[config.mk]
export PLATFORM = sky130hd
export DESIGN_NAME = rl_drive_select_flat
export DESIGN_NICKNAME = d
export VERILOG_FILES = /design/src/rtl/rl_drive_select_if.sv /design/src/rtl/rl_drive_select.sv /design/src/flat_wrapper.sv
export SDC_FILE = /design/constraint.sdc
export NUM_CORES = 1
export LEC_CHECK = 0
export BUFFER_PORTS_ARGS = -buffer_cell sky130_fd_sc_hd__buf_2
export CORE_AREA = 2 2 65 67
export CTS_CLUSTER_SIZE = 40
export DETAILED_ROUTE_END_ITERATION = 6
export DIE_AREA = 0 0 67 69
export PLACE_DENSITY = 0.6
export SETUP_SLACK_MARGIN = 0.5
export SYNTH_ARGS = -nofsm -noshare
export SYNTH_HDL_FRONTEND = slang
export SYNTH_SLANG_ARGS = --single-unit
[constraint.sdc]
create_clock -name clk -period 2.45 [get_ports clk]
set_input_delay 0.6125 -clock clk [delete_from_list [all_inputs] [get_ports clk]]
set_output_delay 0.6125 -clock clk [all_outputs]
set_load 0.02 [all_outputs]
[src/rtl/rl_drive_select_if.sv]
// Request handshake between the drive-control logic and the RL02 drive-select sequencer.
// The requester drives the strobe and drive number. The sequencer returns ready and the error pulse.
interface rl_drive_select_if #(
  parameter int SEL_W = 2
) ();
  logic             req_valid;
  logic [SEL_W-1:0] req_drive;
  logic             req_ready;
  logic             sel_error;

  modport master (
    output req_valid,
    output req_drive,
    input  req_ready,
    input  sel_error
  );

  modport slave (
    input  req_valid,
    input  req_drive,
    output req_ready,
    output sel_error
  );
endinterface

[src/rtl/rl_drive_select.sv]
// RL02 drive-select sequencer. It switches the shared select bus, waits for settle and ready,
// and steers the chosen drive's MFM, sector and ready lines into the single read datapath.
module rl_drive_select #(
  parameter int NUM_DRIVES    = 4,
  parameter int SEL_W         = 2,
  parameter int SETTLE_CYCLES = 2000,
  parameter int READY_TIMEOUT = 4000,
  parameter int CNT_W         = 12
) (
  input  logic                  clk,
  input  logic                  rst_n,
  rl_drive_select_if.slave      req,
  input  logic                  write_gate_in,
  input  logic [NUM_DRIVES-1:0] drive_ready_in,
  input  logic [NUM_DRIVES-1:0] sector_in,
  input  logic [NUM_DRIVES-1:0] mfm_in,
  output logic [SEL_W-1:0]      drive_sel,
  output logic [SEL_W-1:0]      cur_drive,
  output logic                  sector_out,
  output logic                  mfm_out,
  output logic                  drive_ready_out,
  output logic                  inhibit_read
);

  typedef enum logic [1:0] {
    IDLE,
    WAIT_WG,
    SETTLE,
    WAIT_READY
  } stateT;

  localparam logic [CNT_W-1:0] SETTLE_LOAD = CNT_W'(SETTLE_CYCLES - 1);
  localparam logic [CNT_W-1:0] READY_LOAD  = CNT_W'(READY_TIMEOUT - 1);
  localparam logic [SEL_W:0]   DRIVE_LIMIT = (SEL_W + 1)'(NUM_DRIVES);

  stateT            stateQ, stateNext;
  logic [CNT_W-1:0] cntQ, cntNext;
  logic [SEL_W-1:0] curQ, curNext;
  logic [SEL_W-1:0] targetQ, targetNext;
  logic             inhibitQ, inhibitNext;
  logic             errQ, errNext;
  logic             sectorQ, mfmQ, readyQ;
  logic             badDrive;

  assign badDrive = ({1'b0, req.req_drive} >= DRIVE_LIMIT);

  // NOTE: every variable gets its default before the case so no path leaves one
  // unassigned; a missing default here would infer a latch.
  always_comb begin
    stateNext   = stateQ;
    cntNext     = cntQ;
    curNext     = curQ;
    targetNext  = targetQ;
    inhibitNext = inhibitQ;
    errNext     = 1'b0;

    case (stateQ)
      IDLE: begin
        if (req.req_valid) begin
          if (badDrive) begin
            errNext = 1'b1;
          end else if (req.req_drive != curQ) begin
            targetNext = req.req_drive;
            if (write_gate_in) begin
              stateNext = WAIT_WG;
            end else begin
              stateNext   = SETTLE;
              curNext     = req.req_drive;
              cntNext     = SETTLE_LOAD;
              inhibitNext = 1'b1;
            end
          end
        end
      end

      // A write in progress must finish on the old drive before the select moves.
      WAIT_WG: begin
        if (!write_gate_in) begin
          stateNext   = SETTLE;
          curNext     = targetQ;
          cntNext     = SETTLE_LOAD;
          inhibitNext = 1'b1;
        end
      end

      SETTLE: begin
        if (cntQ == '0) begin
          stateNext = WAIT_READY;
          cntNext   = READY_LOAD;
        end else begin
          cntNext = cntQ - 1'b1;
        end
      end

      WAIT_READY: begin
        if (drive_ready_in[curQ]) begin
          stateNext   = IDLE;
          inhibitNext = 1'b0;
        end else if (cntQ == '0) begin
          stateNext   = IDLE;
          inhibitNext = 1'b0;
          errNext     = 1'b1;
        end else begin
          cntNext = cntQ - 1'b1;
        end
      end

      default: stateNext = IDLE;
    endcase
  end

  // NOTE: state is updated only with non-blocking assignments, so every register
  // samples the pre-edge values regardless of statement order.
  always_ff @(posedge clk or negedge rst_n) begin
    if (!rst_n) begin
      stateQ   <= SETTLE;
      cntQ     <= SETTLE_LOAD;
      curQ     <= '0;
      targetQ  <= '0;
      inhibitQ <= 1'b1;
      errQ     <= 1'b0;
    end else begin
      stateQ   <= stateNext;
      cntQ     <= cntNext;
      curQ     <= curNext;
      targetQ  <= targetNext;
      inhibitQ <= inhibitNext;
      errQ     <= errNext;
    end
  end

  // Steering is gated with the next inhibit value, so the outputs drop on the same
  // edge that inhibit rises and carry the new drive's data on the edge it clears.
  always_ff @(posedge clk or negedge rst_n) begin
    if (!rst_n) begin
      sectorQ <= 1'b0;
      mfmQ    <= 1'b0;
      readyQ  <= 1'b0;
    end else begin
      sectorQ <= !inhibitNext && sector_in[curQ];
      mfmQ    <= !inhibitNext && mfm_in[curQ];
      readyQ  <= !inhibitNext && drive_ready_in[curQ];
    end
  end

  assign req.req_ready   = (stateQ == IDLE);
  assign req.sel_error   = errQ;
  assign drive_sel       = curQ;
  assign cur_drive       = curQ;
  assign inhibit_read    = inhibitQ;
  assign sector_out      = sectorQ;
  assign mfm_out         = mfmQ;
  assign drive_ready_out = readyQ;

endmodule

[src/flat_wrapper.sv]
// flat-port wrapper written by rule: the top's interface ports become plain ports
module rl_drive_select_flat 
#(
  parameter int NUM_DRIVES    = 4,
  parameter int SEL_W         = 2,
  parameter int SETTLE_CYCLES = 2000,
  parameter int READY_TIMEOUT = 4000,
  parameter int CNT_W         = 12
)
  (clk, rst_n, write_gate_in, drive_ready_in, sector_in, mfm_in, drive_sel, cur_drive, sector_out, mfm_out, drive_ready_out, inhibit_read, req_req_valid, req_req_drive, req_req_ready, req_sel_error);
  rl_drive_select_if #(.SEL_W(SEL_W)) req_i ();
  input  logic clk;
  input  logic rst_n;
  input  logic write_gate_in;
  input  logic [NUM_DRIVES-1:0] drive_ready_in;
  input  logic [NUM_DRIVES-1:0] sector_in;
  input  logic [NUM_DRIVES-1:0] mfm_in;
  output logic [SEL_W-1:0] drive_sel;
  output logic [SEL_W-1:0] cur_drive;
  output logic sector_out;
  output logic mfm_out;
  output logic drive_ready_out;
  output logic inhibit_read;
  input wire logic [$bits(req_i.req_valid)-1:0] req_req_valid;
  input wire logic [$bits(req_i.req_drive)-1:0] req_req_drive;
  output wire logic [$bits(req_i.req_ready)-1:0] req_req_ready;
  output wire logic [$bits(req_i.sel_error)-1:0] req_sel_error;
  assign req_i.req_valid = req_req_valid;
  assign req_i.req_drive = req_req_drive;
  assign req_req_ready = req_i.req_ready;
  assign req_sel_error = req_i.sel_error;
  rl_drive_select #(.NUM_DRIVES(NUM_DRIVES), .SEL_W(SEL_W), .SETTLE_CYCLES(SETTLE_CYCLES), .READY_TIMEOUT(READY_TIMEOUT), .CNT_W(CNT_W)) u_core (.clk(clk), .rst_n(rst_n), .req(req_i), .write_gate_in(write_gate_in), .drive_ready_in(drive_ready_in), .sector_in(sector_in), .mfm_in(mfm_in), .drive_sel(drive_sel), .cur_drive(cur_drive), .sector_out(sector_out), .mfm_out(mfm_out), .drive_ready_out(drive_ready_out), .inhibit_read(inhibit_read));
endmodule
==> impl_metrics.json, run 1 <==
{
  "ys_async_sr_fraction_pct": 100,
  "yosysTopAreaCellShare_pct": 20.1,
  "grt_pass1_vias": 1282,
  "synth_edf_count": 0,
  "maxSlewHeadroom_pct": 64.0,
  "p_switching_uw": 965,
  "hold_class": "input port to async pin",
  "tightestPinTransition_ns": 0.539,
  "clk_latency_ns": 0.27,
  "finalHoldViolCount": 0,
  "die-area_um2": 4620,
  "grtUsageTotal_pct": 16.4,
  "rsz0062_at_grt": "yes",
  "drtIter0Drc": 67,
  "syn_nets": 165,
  "die_h_um": 69,
  "cp_max_fo": 2,
  "cts_tree": "yes",
  "drv_cap": 0,
  "numClockSinks": 23,
  "root_buffer": "clkbuf_8",
  "netlist_area_um2": 1500,
  "clk_path_buf_depth": 2,
  "core_um2": 3910,
  "crit_required_ns": 2.65,
  "start_kind": "register",
  "fmax_ghz": 0.481,
  "drv_slew": 0,
  "rows": 23,
  "critPathCaptureType": "register",
  "synthTopCellsByArea": "dfrtp_1 20%, dfstp_2 19%, ha_1 5.0%",
  "nets": 210,
  "ys_types": 52,
  "grt_start_max_net_pins": 24,
  "num_antenna_cells": 0,
  "portBuffers": 27,
  "fin_crit_ns": 2.08,
  "yosys.area.top_type": "dfrtp_1",
  "cts_buffers": 3,
  "io_pins": 28,
  "cts_max_level": 1,
  "place.gp.congestion": 0.873,
  "postRouteAntennaNets": 0,
  "seqPwrFrac_pct": 25.9,
  "p_per_area_nw_per_um2": 1120,
  "critical_path_class": "register to register",
  "yosys_most_used_dff": "dfrtp_1",
  "vias": 1303,
  "finalCritPeriodShare_pct": 84.8,
  "grt_pass1_wl_mm": 5.95,
  "clkTransAtPathRegs_ns": 0.09,
  "syn_inst": 141,
  "wire_per_inst_um": 15.8,
  "drtPass1Iterations": 4,
  "dp_hpwl_mm": 2.58,
  "initial_core_util_pct": 38.2,
  "yosysWarnings": 0,
  "synthToLayoutAreaGrowth_pct": 33.6,
  "grt.overflow.total": 0,
  "antenna_found_initial": 0,
  "setup_violations": 0,
  "drive_above_1_share_pct": 51.9,
  "clock_skew_ns": 0.00465,
  "ys_ff_latch": 23,
  "syn_area_per_cell_um2": 10.6,
  "power.share.clock_pct": 11.2,
  "status": "finished, final reports clean",
  "fp.dieW_um": 67,
  "drt-total-wl_mm": 3.72,
  "power_frac_comb_pct": 63.0,
  "p_int_mw": 1.28,
  "worstPathArrival_ns": 2.28,
  "p_leak_nw": 0.830,
  "final_core_util_pct": 51.1,
  "ys_seq_area_share_pct": 39.4,
  "swShare_pct": 43.0,
  "irDropWorstVdd_v": 0.000531,
  "route.detailed.drc": 0,
  "fin_tns_setup_ns": 0,
  "fill_cells": 373,
  "viasPerCell": 5.54
}
## synth_stat cells (3+ instances only)
cell type	instances
mux2i_1	3
a21oi_1	8
inv_1	9
dfrtp_1	12
mux2_2	6
dfstp_2	11
o21ai_0	7
nand2_1	6
nor2_1	9
ha_1	6
or3b_1	3
nor3_1	9
## cell type report
| cell class | count | area, um2 | share of cell area [%] |
|---|---|---|---|
| multi-input combinational | 104 | 963 | 48.2 |
| sequential | 23 | 592 | 29.6 |
| timing repair buffer | 45 | 298 | 14.9 |
| tap | 50 | 62.6 | 3.13 |
| clock buffer | 3 | 41.3 | 2.07 |
| inverter | 9 | 36.3 | 1.82 |
| clock inverter | 1 | 5.00 | 0.250 |
## cells in the final DEF, fill, tap and decap left out, types with 2 or more instances in the layout
cell	instances
ha_4	2
ha_1	3
dfrtp_1	10
a21oi_2	2
buf_4	13
a21oi_1	6
o21ai_0	4
mux2_2	6
buf_2	27
o31ai_1	2
nand4_1	2
nor2_1	7
nand3b_1	2
xnor2_1	2
mux4_1	2
dfstp_2	11
dfrtp_2	2
nor3_1	8
inv_2	2
inv_1	6
a21o_1	2
nor2b_1	2
o21ai_1	3
nand2b_1	2
clkbuf_8	3
nand2_1	6
or3_4	2
mux2i_1	3
nor4b_4	2
or3b_1	3
buf_6	4
## registers in the layout, indices dropped and copies added (netlist names)
name,flops
u_core.cntQ,12
u_core.cur_drive,2
u_core.stateQ,2
u_core.targetQ,2
u_core.drive_ready_out,1
u_core.inhibit_read,1
u_core.mfm_out,1
u_core.req.sel_error,1
u_core.sector_out,1
## critical path, cell delays in order (launching register included)
cell	delay, ns
dfstp_2	0.39
or3_4	0.38
or3_4	0.35
or4_4	0.43
o21ai_2	0.11
or3b_1	0.35
## metal layers
layer / routed length [um] / vias up / track usage, %
li1: - / 620 / -
met1: 1560 / 654 / 20.5
met2: 2010 / 25 / 28.5
met3: 106 / 4 / 2.12
met4: 36 / 0 / 5.44
met5: 0 / - / 0
## power by group through the flow
stage               logic [mW]  clock network, mW  registers (mW)
finish                    1.41              0.250           0.580
global route              1.53              0.266           0.596
CTS                       1.18              0.247           0.577
detailed placement        1.03                  0           0.604
global placement          1.01                  0           0.590
floorplan                0.741                  0           0.633
## worst paths after layout
path	endpoint	depth (start not counted)	from	slack [ns]
setup / recovery	u_core.cntQ[9]$_DFFE_PN1P_	5	u_core.cntQ[0]$_DFFE_PN1P_	0.37
hold / removal	u_core.sector_out$_DFF_PN0_	1	rst_n	0.31
setup reg to reg	u_core.cntQ[9]$_DFFE_PN1P_	5	u_core.cntQ[0]$_DFFE_PN1P_	0.37
hold reg to reg	u_core.cntQ[1]$_DFFE_PN1P_	2	u_core.cntQ[1]$_DFFE_PN1P_	0.51
max in group asynchronous	u_core.cntQ[4]$_DFFE_PN0P_	1	rst_n	1.75
min in group clk	u_core.cntQ[1]$_DFFE_PN1P_	2	u_core.cntQ[1]$_DFFE_PN1P_	0.51
## cell families (layout without fill, tap and decap cells)
family	count (synthesis)	in the layout	share of synthesized area, %
compound gates	34	34	17.0
fa+ha+maj	6	6	5.02
simple gates	50	50	20.8
xor+xnor	2	2	1.17
buf+inv	14	58	5.02
flops	23	23	39.4
mux	12	12	11.5
## per-stage QoR
step	hold WS (ns)	total power, mW	cell area [um2]	worst slack, ns	instances
finish	0.315	2.24	2000	0.373	235
detailed placement	0.512	1.63	1700	0.126	219
floorplan	0.317	1.37	1500	0.314	141
global placement	0.484	1.60	1700	0.176	219
global route	0.348	2.39	2000	0.302	235
CTS	0.338	2.01	1820	0.319	227
## timing repair
action | in CTS | in global routing
endpoints found under the setup margin | 11 | 19
hold endpoints to repair | 0 | 0
hold buffers | 0 | 0
pin swaps | 5 | 6
resized for setup | 5 | 29
setup buffers | 4 | 8
Power figures use the tool's default switching activity.
==> run 2: changes to the inputs <==
Settings changed: ABC_AREA set to 1, CORE_AREA 2 2 65 67 to 2 2 69 71, DIE_AREA 0 0 67 69 to 0 0 71 73.
Clock period 2.45 ns to 2.2 ns, I/O delays scaled along.
==> impl_metrics.json, run 2 <==
{
  "status": "finished, final reports clean",
  "syn_inst": 247,
  "syn_nets": 271,
  "portBuffers": 27,
  "cp_max_fo": 4,
  "setup_ws_ns": 0.466,
  "clkTransAtPathRegs_ns": 0.09,
  "dp_hpwl_mm": 3.01,
  "p_switching_mw": 1.40,
  "largest_reg_flops": 12,
  "initial_core_util_pct": 38.0,
  "drive_above_1_share_pct": 29.2,
  "power.share.clock_pct": 9.9,
  "slowest_delay_ns": 0.43,
  "pre_cts_slack_ns": 0.432,
  "critPathCaptureType": "primary output",
  "power_frac_comb_pct": 61.3,
  "worst_hold_slack_ns": 0.241,
  "r2r_start": "u_core.cntQ[0]$_DFFE_PN1P_",
  "fin_crit_ns": 1.73,
  "tightestPinTransition_ns": 0.522,
  "final_cells": 331,
  "synthMuxAreaShare_pct": 0,
  "p_leak_nw": 1.03,
  "grt_pass1_vias": 1548,
  "final_area_um2": 2010,
  "synth-simple-area-share_pct": 40.7,
  "final_cell_mix": "73 x nand2_1, 28 x inv_1, 26 x buf_2",
  "die_h_um": 73,
  "grt_start_max_net_pins": 24,
  "clk_path_buf_depth": 2,
  "rsz0062_at_grt": "yes",
  "start_kind": "register",
  "worstPathArrival_ns": 1.18,
  "drtIter0Drc": 77,
  "fp.dieW_um": 71,
  "dpl.cell_count": 324,
  "finalHoldViolCount": 0,
  "synthTopCellsByArea": "dfrtp_1 17%, dfstp_2 17%, nand2_1 16%",
  "irDropWorstVdd_v": 0.000487,
  "drv_slew": 0,
  "swShare_pct": 50.2,
  "viasPerCell": 4.93,
  "place.gp.congestion": 0.885,
  "rows": 25,
  "io_pins": 28,
  "ys_seq_area_share_pct": 34.2,
  "reg2reg_depth": 9,
  "synth_fa_ha_area_share_pct": 4.36,
  "syn_area_per_cell_um2": 6.98,
  "vias": 1633,
  "finalCritPeriodShare_pct": 78.8,
  "ys_async_sr_fraction_pct": 100,
  "synthToLayoutAreaGrowth_pct": 16.4,
  "crit_buf_inv": 2,
  "top_register": "u_core.cntQ",
  "yosys.area.top_type": "dfrtp_1",
  "grt_pass1_wl_mm": 6.89,
  "seqPwrFrac_pct": 28.8,
  "drt-total-wl_mm": 3.86,
  "cts_buffers": 3,
  "grtUsageTotal_pct": 16.4,
  "synth_edf_count": 0,
  "critical_path_class": "register to primary output",
  "setup_violations": 0,
  "hold_class": "input port to async pin",
  "wire_per_inst_um": 11.6,
  "core_um2": 4540,
  "cp_cell_sequence": "inv_1 > ha_4 > buf_6",
  "cts_tree": "yes",
  "netlist_area_um2": 1720,
  "postRouteAntennaNets": 0,
  "drtPass1Iterations": 5,
  "num_antenna_cells": 0,
  "cts_max_level": 1,
  "p_per_area_nw_per_um2": 1390,
  "root_buffer": "clkbuf_8",
  "ys_types": 28,
  "r2r-end": "u_core.cntQ[4]$_DFFE_PN0P_",
  "die-area_um2": 5180,
  "final_core_util_pct": 44.2,
  "crit_required_ns": 1.65,
  "post_dp_cell_area_um2": 1890,
  "yosysWarnings": 0,
  "clk_latency_ns": 0.27,
  "clock_skew_ns": 0.00549,
  "fmax_ghz": 0.577,
  "antenna_found_initial": 0,
  "power_mw": 2.78,
  "synth_top_family_by_area": "simple AND/OR/NAND/NOR gates",
  "synth.most_common_cell": "nand2_1",
  "yosysTopAreaCellShare_pct": 17.4,
  "drv_cap": 0,
  "synthTopCellsByCount": "74 x nand2_1, 29 x inv_1, 26 x nor2_1",
  "synth-xor-area-share_pct": 1.53,
  "postCtsHoldBufs": 0,
  "p_int_mw": 1.38,
  "r2r_setup_slack_ns": 0.57,
  "synth_compound_area_share_pct": 8.93,
  "yosys_most_used_dff": "dfrtp_1",
  "grt.overflow.total": 0,
  "fin_tns_setup_ns": 0,
  "crit_family": "flip-flops",
  "mostFrequentLayoutCell": "nand2_1",
  "nets": 302,
  "numClockSinks": 23,
  "maxSlewHeadroom_pct": 65.2,
  "route.detailed.drc": 0,
  "cp.depth": 3,
  "ys_ff_latch": 23,
  "cp_slowest_cell": "dfrtp_1"
}
==> run 2: cell types whose count changed in the layout (fill, tap and decap cells not counted), moves of 6 or more <==
cell     change
nand3_2      +6
buf_4        -9
nor2_1      +17
o21ai_0     +10
nand2_1     +67
nand3_1     +20
mux2_2       -6
inv_1       +22
nand2_2      +8
==> run 2: kinds of logic (layout without fill, tap and decap cells) <==
family,Yosys count,in the layout
xor+xnor,3,3
buf+inv,38,68
fa+ha+maj,6,6
compound gates,26,26
simple gates,151,151
flops,23,23
==> run 2: power groups by stage <==
stage | sequential [mW] | combinational (mW) | clock [mW]
2_1_floorplan | 0.817 | 1.24 | 0
3_3_place_gp | 0.806 | 1.55 | 0
3_5_place_dp | 0.809 | 1.57 | 0
4_1_cts | 0.804 | 1.65 | 0.281
5_1_grt | 0.825 | 1.94 | 0.298
6_report | 0.802 | 1.70 | 0.275
==> run 2: routing by layer <==
metal	up-vias	GRT usage [%]	wire length, um
li1	849	-	-
met1	751	21.3	1820
met2	26	28.3	1850
met3	7	3.31	144
met4	0	3.56	42
met5	-	0	0
==> run 2: timing repair <==
action	in CTS	in global routing
endpoints found under the setup margin	9	18
buffers inserted	2	1
cloned	0	0
pin swaps	0	4
resized for setup	6	10
==> run 2: cell type report <==
class,instances,area (um2)
fill,482,2530
multi-input combinational,186,996
tap,54,67.6
timing repair buffer,31,171
clock inverter,1,5.00
sequential,23,591
clock buffer,3,41.3
inverter,33,134
==> run 2: how the worst max path moves through the flow <==
| stage | startpoint | to | slack [ns] |
|---|---|---|---|
| floorplan | u_core.stateQ[1]$_DFFE_PN1P_ | u_core.cntQ[11]$_DFFE_PN0P_ | 0.60 |
| global placement | u_core.stateQ[1]$_DFFE_PN1P_ | u_core.cntQ[11]$_DFFE_PN0P_ | 0.47 |
| detailed placement | u_core.stateQ[1]$_DFFE_PN1P_ | u_core.cntQ[11]$_DFFE_PN0P_ | 0.43 |
| CTS | u_core.stateQ[1]$_DFFE_PN1P_ | req_req_ready | 0.45 |
| global route | u_core.stateQ[0]$_DFFE_PN0P_ | req_req_ready | 0.42 |
| finish | u_core.stateQ[0]$_DFFE_PN0P_ | req_req_ready | 0.47 |
==> run 3: changes to the inputs <==
Clock period 2.2 ns to 1.8 ns, I/O delays scaled along.
==> impl_metrics.json, run 3 (synthesis gave the netlist of run 2 again) <==
{
  "postRouteAntennaNets": 0,
  "root_buffer": "clkbuf_8",
  "cts_tree": "yes",
  "clkTransAtPathRegs_ns": 0.09,
  "drtIter0Drc": 74,
  "drtPass1Iterations": 4,
  "portBuffers": 27,
  "p_per_area_nw_per_um2": 1740,
  "clk_path_buf_depth": 2,
  "io_pins": 28,
  "worst_hold_slack_ns": 0.136,
  "hold_class": "input port to async pin",
  "start_kind": "register",
  "critPathCaptureType": "primary output",
  "fmax_ghz": 0.608,
  "wire_per_inst_um": 12.0,
  "clock_skew_ns": 0.00309,
  "fp.dieW_um": 71,
  "grt.overflow.total": 0,
  "finalHoldViolCount": 0,
  "finalCritPeriodShare_pct": 91.4,
  "die_h_um": 73,
  "clk_latency_ns": 0.27,
  "dp_hpwl_mm": 2.87,
  "cts_max_level": 1,
  "tightestPinTransition_ns": 0.503,
  "antenna_found_initial": 0,
  "place.gp.congestion": 0.868,
  "grtUsageTotal_pct": 16.3,
  "nets": 316,
  "initial_core_util_pct": 38.0,
  "grt_pass1_vias": 1521,
  "cp_max_fo": 5,
  "grt_pass1_wl_mm": 6.82,
  "p_leak_nw": 1.12,
  "crit_required_ns": 1.35,
  "top_register": "u_core.cntQ",
  "num_antenna_cells": 0,
  "critical_path_class": "register to primary output",
  "maxSlewHeadroom_pct": 66.5,
  "viasPerCell": 4.75,
  "final_area_um2": 2290,
  "irDropWorstVdd_v": 0.000663,
  "fin_crit_ns": 1.64,
  "route.detailed.drc": 0,
  "drv_slew": 0,
  "drive_above_1_share_pct": 40.9,
  "core_um2": 4540,
  "drt-total-wl_mm": 4.15,
  "setup_violations": 0,
  "fin_tns_setup_ns": 0,
  "post_dp_cell_area_um2": 1910,
  "die-area_um2": 5180,
  "rows": 25,
  "largest_reg_flops": 12,
  "cts_buffers": 3,
  "mostFrequentLayoutCell": "nand2_1",
  "fill_cells": 450,
  "final_core_util_pct": 50.5,
  "grt_start_max_net_pins": 24,
  "synthToLayoutAreaGrowth_pct": 32.8,
  "drv_cap": 0,
  "power_mw": 3.98,
  "status": "finished, final reports clean",
  "vias": 1638,
  "numClockSinks": 23,
  "final_cell_mix": "64 x nand2_1, 24 x inv_1, 23 x nor2_1",
  "worstPathArrival_ns": 1.19,
  "rsz0062_at_grt": "yes"
}
run 3: layer usage:
layer / up-vias / GRT usage, % / wire (um)
met5: - / 0 / 0
met4: 0 / 4.40 / 38
met3: 5 / 1.66 / 95
met2: 28 / 28.5 / 2070
met1: 730 / 21.5 / 1950
li1: 875 / - / -
run 3: final cells by class:
type | instances | area [um2] | area share, %
clock buffer | 3 | 41.3 | 1.80
timing repair buffer | 45 | 332 | 14.5
tap | 54 | 67.6 | 2.95
multi-input combinational | 186 | 1110 | 48.7
clock inverter | 1 | 7.51 | 0.328
inverter | 33 | 134 | 5.85
sequential | 23 | 593 | 25.9
run 3: per-stage QoR:
stage	instances	worst slack, ns
6_report	345	0.156
5_1_grt	345	0.109
4_1_cts	342	0.167
3_5_place_dp	326	0.126
3_3_place_gp	326	0.140
2_1_floorplan	247	0.243
run 3: what timing repair did:
item | CTS | global route
setup endpoints to repair | 26 | 29
resized for setup | 41 | 22
setup buffers | 12 | 3
pin swaps | 13 | 17
endpoints found under the hold margin | 0 | 0
hold buffers | 0 | 0
run 3: final timing paths:
check,from,to,slack (ns),cells after the start
worst max-delay path,u_core.stateQ[1]$_DFFE_PN1P_,req_req_ready,0.16,3
min in group clk,drive_ready_in[3],u_core.req.sel_error$_DFF_PN0_,0.48,4
max in group asynchronous,rst_n,u_core.cur_drive[1]$_DFFE_PN0P_,1.30,1
worst min register to register,u_core.cntQ[9]$_DFFE_PN1P_,u_core.cntQ[9]$_DFFE_PN1P_,0.49,2
worst min-delay path,rst_n,u_core.req.sel_error$_DFF_PN0_,0.14,1
worst max register to register,u_core.stateQ[1]$_DFFE_PN1P_,u_core.cntQ[11]$_DFFE_PN0P_,0.18,11
run 3: worst max-delay path, stage by stage (launching register included):
cell	delay, ns
dfstp_2	0.56
inv_2	0.05
ha_4	0.18
buf_6	0.13
run 3: report_power, final:
group / internal, mW / switching, mW / total (mW) / leakage [nW]
Sequential: 0.787 / 0.220 / 1.01 / 0.267
Combinational: 1.10 / 1.53 / 2.63 / 0.827
Clock: 0.157 / 0.182 / 0.339 / 0.0217
Total: 2.05 / 1.93 / 3.98 / 1.12
